<file path="src/rtl/status_register_if.sv">
// CPU-side bus bundle for the DMA status register.
// master: CPU / bus owner driving strobes and channel status inputs.
// slave:  status_register itself.
interface status_register_if;
    logic       IOR;
    logic       IOW;
    logic [3:0] address_in;
    logic [3:0] terminalCount;
    logic [3:0] requests;
    logic [3:0] maskedChannels;
    logic [7:0] data_out;
    logic       data_oe;

    modport master (
        output IOR,
        output IOW,
        output address_in,
        output terminalCount,
        output requests,
        output maskedChannels,
        input  data_out,
        input  data_oe
    );

    modport slave (
        input  IOR,
        input  IOW,
        input  address_in,
        input  terminalCount,
        input  requests,
        input  maskedChannels,
        output data_out,
        output data_oe
    );
endinterface

</file>
<file path="src/rtl/status_register.sv">
// DMA status register: sticky per-channel terminal-count flags plus live DREQ
// levels, read by the CPU with a two-state IDLE/ACTIVE handshake. Flags that
// were reported are cleared when IOR rises; a new TC on that edge still wins.
// Optional feature: define MASK_READBACK_EN to allow reading the channel mask
// at address 4'b1111 (same handshake, no flag clearing).
module status_register (
    input  logic                CLK,
    input  logic                reset,
    status_register_if.slave    bus
);
    localparam logic [3:0] STATUS_ADDR = 4'b1000;
    localparam logic [3:0] MASK_ADDR   = 4'b1111;

    typedef enum logic {
        IDLE   = 1'b0,
        ACTIVE = 1'b1
    } state_t;

    state_t     r_state;
    logic [3:0] r_tcFlags;
    logic [7:0] r_snapshot;
    logic       r_mask_rd;
    logic [7:0] r_data_out;
    logic       r_data_oe;

    logic       w_rd_ok;
    logic       w_rd_status;
    logic       w_rd_mask;
    logic [7:0] w_snap_next;
    logic [3:0] w_clr;

    // A read needs IOR low with IOW high; simultaneous strobes are contention.
    assign w_rd_ok     = !bus.IOR && bus.IOW;
    assign w_rd_status = w_rd_ok && (bus.address_in == STATUS_ADDR);

`ifdef MASK_READBACK_EN
    assign w_rd_mask   = w_rd_ok && (bus.address_in == MASK_ADDR);
`else
    assign w_rd_mask   = 1'b0;
`endif

    assign w_snap_next = w_rd_mask ? {4'b0000, bus.maskedChannels}
                                   : {bus.requests, r_tcFlags};

    // Only flags actually reported to the CPU are cleared, and only on the
    // edge that ends a status (not mask) read.
    assign w_clr = ((r_state == ACTIVE) && bus.IOR && !r_mask_rd)
                   ? r_snapshot[3:0] : 4'b0000;

    // Flag accumulation, read FSM and registered bus outputs.
    always_ff @(posedge CLK) begin
        if (reset) begin
            r_state    <= IDLE;
            r_tcFlags  <= 4'b0000;
            r_snapshot <= 8'h00;
            r_mask_rd  <= 1'b0;
            r_data_out <= 8'h00;
            r_data_oe  <= 1'b0;
        end else begin
            // Set is OR-ed after clear so a TC on the clearing edge survives.
            r_tcFlags <= (r_tcFlags & ~w_clr) | bus.terminalCount;
            case (r_state)
                IDLE: begin
                    if (w_rd_status || w_rd_mask) begin
                        r_state    <= ACTIVE;
                        r_snapshot <= w_snap_next;
                        r_mask_rd  <= w_rd_mask;
                        r_data_out <= w_snap_next;
                        r_data_oe  <= 1'b1;
                    end else begin
                        r_data_out <= 8'h00;
                        r_data_oe  <= 1'b0;
                    end
                end
                ACTIVE: begin
                    if (bus.IOR) begin
                        r_state    <= IDLE;
                        r_mask_rd  <= 1'b0;
                        r_data_out <= 8'h00;
                        r_data_oe  <= 1'b0;
                    end
                end
                default: begin
                    r_state    <= IDLE;
                    r_data_out <= 8'h00;
                    r_data_oe  <= 1'b0;
                end
            endcase
        end
    end

    assign bus.data_out = r_data_out;
    assign bus.data_oe  = r_data_oe;
endmodule

</file>
<file path="src/flat_wrapper.sv">
// flat-port wrapper written by rule: the top's interface ports become plain ports
module status_register_flat 
  (CLK, reset, bus_IOR, bus_IOW, bus_address_in, bus_terminalCount, bus_requests, bus_maskedChannels, bus_data_out, bus_data_oe);
  status_register_if bus_i ();
  input  logic CLK;
  input  logic reset;
  input wire logic [$bits(bus_i.IOR)-1:0] bus_IOR;
  input wire logic [$bits(bus_i.IOW)-1:0] bus_IOW;
  input wire logic [$bits(bus_i.address_in)-1:0] bus_address_in;
  input wire logic [$bits(bus_i.terminalCount)-1:0] bus_terminalCount;
  input wire logic [$bits(bus_i.requests)-1:0] bus_requests;
  input wire logic [$bits(bus_i.maskedChannels)-1:0] bus_maskedChannels;
  output wire logic [$bits(bus_i.data_out)-1:0] bus_data_out;
  output wire logic [$bits(bus_i.data_oe)-1:0] bus_data_oe;
  assign bus_i.IOR = bus_IOR;
  assign bus_i.IOW = bus_IOW;
  assign bus_i.address_in = bus_address_in;
  assign bus_i.terminalCount = bus_terminalCount;
  assign bus_i.requests = bus_requests;
  assign bus_i.maskedChannels = bus_maskedChannels;
  assign bus_data_out = bus_i.data_out;
  assign bus_data_oe = bus_i.data_oe;
  status_register u_core (.CLK(CLK), .reset(reset), .bus(bus_i));
endmodule
</file>
<file path="config.mk">
export PLATFORM = sky130hd
export DESIGN_NAME = status_register_flat
export DESIGN_NICKNAME = d
export VERILOG_FILES = /design/src/rtl/status_register_if.sv /design/src/rtl/status_register.sv /design/src/flat_wrapper.sv
export SDC_FILE = /design/constraint.sdc
export NUM_CORES = 1
export LEC_CHECK = 0
export ABC_AREA = 1
export CORE_UTILIZATION = 24
export CTS_BUF_LIST = sky130_fd_sc_hd__clkbuf_8
export CTS_CLUSTER_SIZE = 28
export DETAILED_ROUTE_END_ITERATION = 7
export GPL_TIMING_DRIVEN = 0
export SYNTH_ARGS = -nofsm -noshare
export SYNTH_HDL_FRONTEND = slang
export SYNTH_SLANG_ARGS = --single-unit
</file>
<file path="constraint.sdc">
create_clock -name CLK -period 0.96 [get_ports CLK]
set_clock_uncertainty 0.1 [all_clocks]
set_input_delay 0.192 -clock CLK [delete_from_list [all_inputs] [get_ports CLK]]
set_output_delay 0.192 -clock CLK [all_outputs]
set_load 0.05 [all_outputs]
</file>
==> flow_summary.yaml <==
status:
  outcome: "complete, but fails checks"
  violations: "negative setup slack"
power_and_ir_drop:
  swShare_pct: 23.4
  leakage_nw: 0.474
  p_int_mw: 1.20
  p_clk_share_pct: 40.0
  powerDensity_mw_per_mm2: 1270
  power_frac_seq_pct: 49.1
  power.switching_mw: 0.367
  combinationalPowerShare_pct: 10.9
  ir_worst_vdd_mv: 1.08
timing:
  fmax_ghz: 0.891
  rsz0062_at_grt: "true"
  fin_ws_ns: -0.162
  finalSetupViolCount: 27
  worst_slew_pin_slew_ns: 0.346
  min_period_ns: 1.12
  drv_slew: 0
  finalHoldViolCount: 0
  max_slew_margin_pct: 77.0
  finalCritPeriodShare_pct: 117
  finalSetupTns_ns: -2.82
global_routing:
  grt_max_degree: 11
  grt_usage_pct: 13.2
  grt_pass1_vias: 656
  antenna_found_initial: 0
  grt_first_pass_wirelength_um: 3220
  overflow: 0
routing:
  dr.first_iter.drc_count: 15
  viasPerCell: 4.81
  antenna_left: 0
  vias: 702
  routed_wl_um: 2010
  wire_per_inst_um: 13.8
  drt_pass1_iterations: 7
  drc: 0
placement:
  port_buffers: 23
  routabilityCongestion: 0.710
  dp_hpwl_um: 1090
  post-place-ws_ns: -0.648
  place_inst: 133
setup_path:
  cpLargestDelayFamily: "flip-flops"
  worstPathCellList: "buf_4, buf_6, nand3_1, a21oi_1, nor2_1"
  cp-start-kind: "register"
  cp.arrival_ns: 1.16
  crit_fanout: 4
  required_ns: 1.00
  end_kind: "register"
  slowest_stage: "dfxtp_4"
  max_stage_delay_ns: 0.38
  path_buf_inv: 2
  crit_type: "register to register"
worst_hold_path:
  min_path_type: "input port to register"
final_layout:
  final_cells: 146
  num_antenna_cells: 0
  drive_gt1_share_pct: 55.7
  num-nets-final: 136
  multi_input_area_um2: 422
  regArea_um2: 375
  fillers: 283
  area_growth_pct: 77.4
synthesis:
  syn_avg_cell_area_um2: 8.84
  ys_top_cells_by_area: "dfxtp_1 52%, a21oi_1 11%, nand3_1 8.6%"
  synth_seq_cells: 18
  netlist_top_cells_count: "18 x dfxtp_1, 15 x a21oi_1, 14 x nand2_1"
  yosysTopAreaCell: "dfxtp_1"
  yosysWarnings: 0
  synthCells: 79
  synth_edf_count: 0
  synth-async-reset-ratio_pct: 0
  synth_ff_type: "dfxtp_1"
  synth_seq_area_share_pct: 51.6
  synth_nets: 99
  yosysMostFrequentCell: "dfxtp_1"
  synth_cell_types: 13
  synth_top_area_share_pct: 51.6
  synth_area_um2: 698
floorplanning:
  die_h_um: 55.9
  die_area_mm2: 0.00313
  start_util_pct: 25.3
  rows: 19
  core_mm2: 0.00276
  top_level_ports: 29
  die_w_um: 55.9
clocking:
  clk_latency_ns: 0.25
  clock-sinks: 18
  root_buffer: "clkbuf_8"
  cts_tree: "yes"
  hold_buffers: 0
  cts_max_level: 1
  clkTransAtPathRegs_ns: 0.07
  ctsLongestPathBuffers: 2
  numCtsBuffers: 3
job:
  maxCapViolations: 0
==> worst register-to-register path, cell delays in order (launching register included) <==
cell	delay [ns]
dfxtp_4	0.38
buf_4	0.11
buf_6	0.10
nand3_1	0.09
a21oi_1	0.17
nor2_1	0.07
==> cell families (layout without fill, tap and decap cells) <==
logic type,Yosys count,in the layout,synth area share (%)
AO/OA/AOI/OAI,18,18,14.5
buffers and inverters,7,40,4.12
flip-flops,18,18,51.6
AND/OR/NAND/NOR,36,39,29.7
==> sequential cells by signal (all words and copies together) (netlist names) <==
signal,flops
u_core.bus.data_out,8
u_core.bus.data_oe,1
u_core.r_tcFlags,4
u_core.r_snapshot,4
u_core.r_state,1
==> repair_timing <==
action / CTS / global route
setup buffers: 3 / 3
pin swaps: 13 / 8
cloned: 3 / 0
resized for setup: 98 / 8
endpoints found under the setup margin: 27 / 27
==> final timing paths <==
| check | startpoint | endpoint | slack (ns) | depth (start not counted) |
|---|---|---|---|---|
| hold reg to reg | u_core.r_snapshot[2] | u_core.r_snapshot[2] | 0.37 | 2 |
| setup / recovery | u_core.r_state | u_core.r_tcFlags[3] | -0.16 | 5 |
| hold / removal | reset | u_core.bus.data_out[7] | 0.12 | 2 |
| setup reg to reg | u_core.r_state | u_core.r_tcFlags[3] | -0.16 | 5 |
==> layout by cell type (no fill, tap or decap), drive strengths merged <==
master and instances:
a21oi 18, buf 17, clkbuf 4, clkdlybuf4s15 1, clkdlybuf4s50 8, dfxtp 18, dlygate4sd2 5, inv 5
nand2 17, nand3 12, nor2 10
==> per-layer routing <==
layer	wire length (um)	GRT usage [%]	up-vias
li1	-	-	338
met1	816	15.7	333
met2	1060	23.2	27
met3	121	4.42	4
met4	15	2.79	0
met5	0	0	-
==> through the flow <==
step | util [%] | total power [mW] | hold slack [ns] | instance area [um^2]
after floorplan | - | 0.845 | 0.209 | 714
after global placement | 35.7 | 0.922 | 0.347 | 983
after detailed placement | 35.7 | 0.926 | 0.353 | 983
after CTS | 43.0 | 1.56 | 0.114 | 1190
after global routing | 44.9 | 1.61 | 0.143 | 1240
final | 44.9 | 1.57 | 0.123 | 1240
==> final cells by class <==
cell class / count / share of cell area (%)
sequential: 18 / 30.3
buffer: 2 / 0.808
clock buffer: 4 / 4.44
inverter: 5 / 2.12
timing repair buffer: 29 / 25.2
tap: 31 / 3.13
multi-input combinational: 57 / 34.0
==> power by group through the flow <==
stage / Clock, mW / Combinational [mW] / Sequential [mW]
floorplan: 0 / 0.0567 / 0.789
global placement: 0 / 0.137 / 0.785
detailed placement: 0 / 0.139 / 0.787
CTS: 0.627 / 0.165 / 0.769
global route: 0.661 / 0.183 / 0.770
finish: 0.626 / 0.172 / 0.769
Power figures use the tool's default switching activity.
==> edit (same settings) <==
Build with the macro `MASK_READBACK_EN` defined.
--- a/src/rtl/status_register.sv
+++ b/src/rtl/status_register.sv
@@ -3,6 +3,8 @@
 // were reported are cleared when IOR rises; a new TC on that edge still wins.
 // Optional feature: define MASK_READBACK_EN to allow reading the channel mask
 // at address 4'b1111 (same handshake, no flag clearing).
+`define MASK_READBACK_EN
+
 module status_register (
     input  logic                CLK,
     input  logic                reset,
Check against the original RTL: not equivalent (a bounded check fails within 4 cycles, from zero or initial values and one cycle with reset high).
==> edit against the original RTL <==
The run still ends with setup timing left; setup slack got worse by 2.3 ps; clock power decreased by 14%; power shrank 0.72%; synthesized area is 17% higher; routed wire length rose by 3.4%; final area is 14% higher; largest power group unchanged; sequential cell count grew 1.
==> edit: results (changes against the original RTL) <==
status=complete, but fails checks; failing checks=setup timing; post-synth cell types=17 (+4); synth cell count leaders=nand2_1, dfxtp_1, a21oi_1; Hold WS=214.7 ps (+91.61 ps); router iterations before antenna repair=5 (-2); Worst EP arrival=1210 ps (+50 ps); Synth Instances=109 (+38%); postcts setup bufs=6 (+3); Clk pwr share=0.346 (-0.054); post-synthesis net count=129 (+30%); GRT Util Overall=0.1332 (+0.0009561); DP Area=1166 µm² (+19%); Switch Pwr=0.3612 mW (-1.6%); first-pass GRT wire length=3408 µm (+6.0%); CP max FO=6 (+2); initial DRC count=30 (+15); final setup violation count=28 (+3.7%); post-placement cell count=180 (+35%); wire length per cell=10.82 µm (-21%); Placer Congestion=0.7648 (+7.8%); CP endpoint=u_core.bus.data_out[2]$_SDFFE_PP0P_; Worst Hold End=u_core.r_snapshot[1]$_SDFFE_PP0P_; share of cells above drive strength 1=0.4257 (-0.1308); LEAKAGE=0.5822 nW (+23%); Layout fillers=313 (+11%); # port buffers=27 (+17%); combinational share of power=0.129 (+0.020); top cells by area, synth=dfxtp_1, nand2_1, a21oi_1; Setup WS post-layout=-164.1 ps (-2.337 ps); Compound-Gate Fraction of Synth Area=0.1409 (-0.004273); slowest cell delay on critical path=330 ps (-50 ps); Worst VDD drop=635.1 µV (-41%); routed vias=813 (+16%); Post-Route WL=2078 µm (+3.4%)
edit: area by class of cell:
class                      count  area share
multi-input combinational     71      0.3203
sequential                    19      0.2794
timing repair buffer          35      0.2749
inverter                      17     0.04804
tap                           44     0.03915
clock buffer                   3     0.02936
buffer                         2    0.006228
clock inverter                 1    0.002669
edit: metrics by stage:
step | TNS (ps) | total power, mW
final | -3274 | 1.556
after floorplan | -1618 | 0.9115
after global routing | -4914 | 1.630
after global placement | -15140 | 1.011
after detailed placement | -15540 | 1.012
after CTS | -3596 | 1.575
edit: worst reg2reg max path: stages, from the launching register on:
cell	delay (ps)
dfxtp_2	330
inv_2	50
nand2_2	50
nor2_4	110
nand2_4	90
nand2_4	110
nand2_2	80
a21oi_2	130
edit: per-layer routing:
| metal | wire [µm] | global-route usage | vias up |
|---|---|---|---|
| li1 | - | - | 425 |
| met2 | 956 | 0.2104 | 21 |
| met3 | 87 | 0.02559 | 6 |
| met1 | 953 | 0.1565 | 361 |
| met4 | 80 | 0.1096 | 0 |
| met5 | 0 | 0 | - |
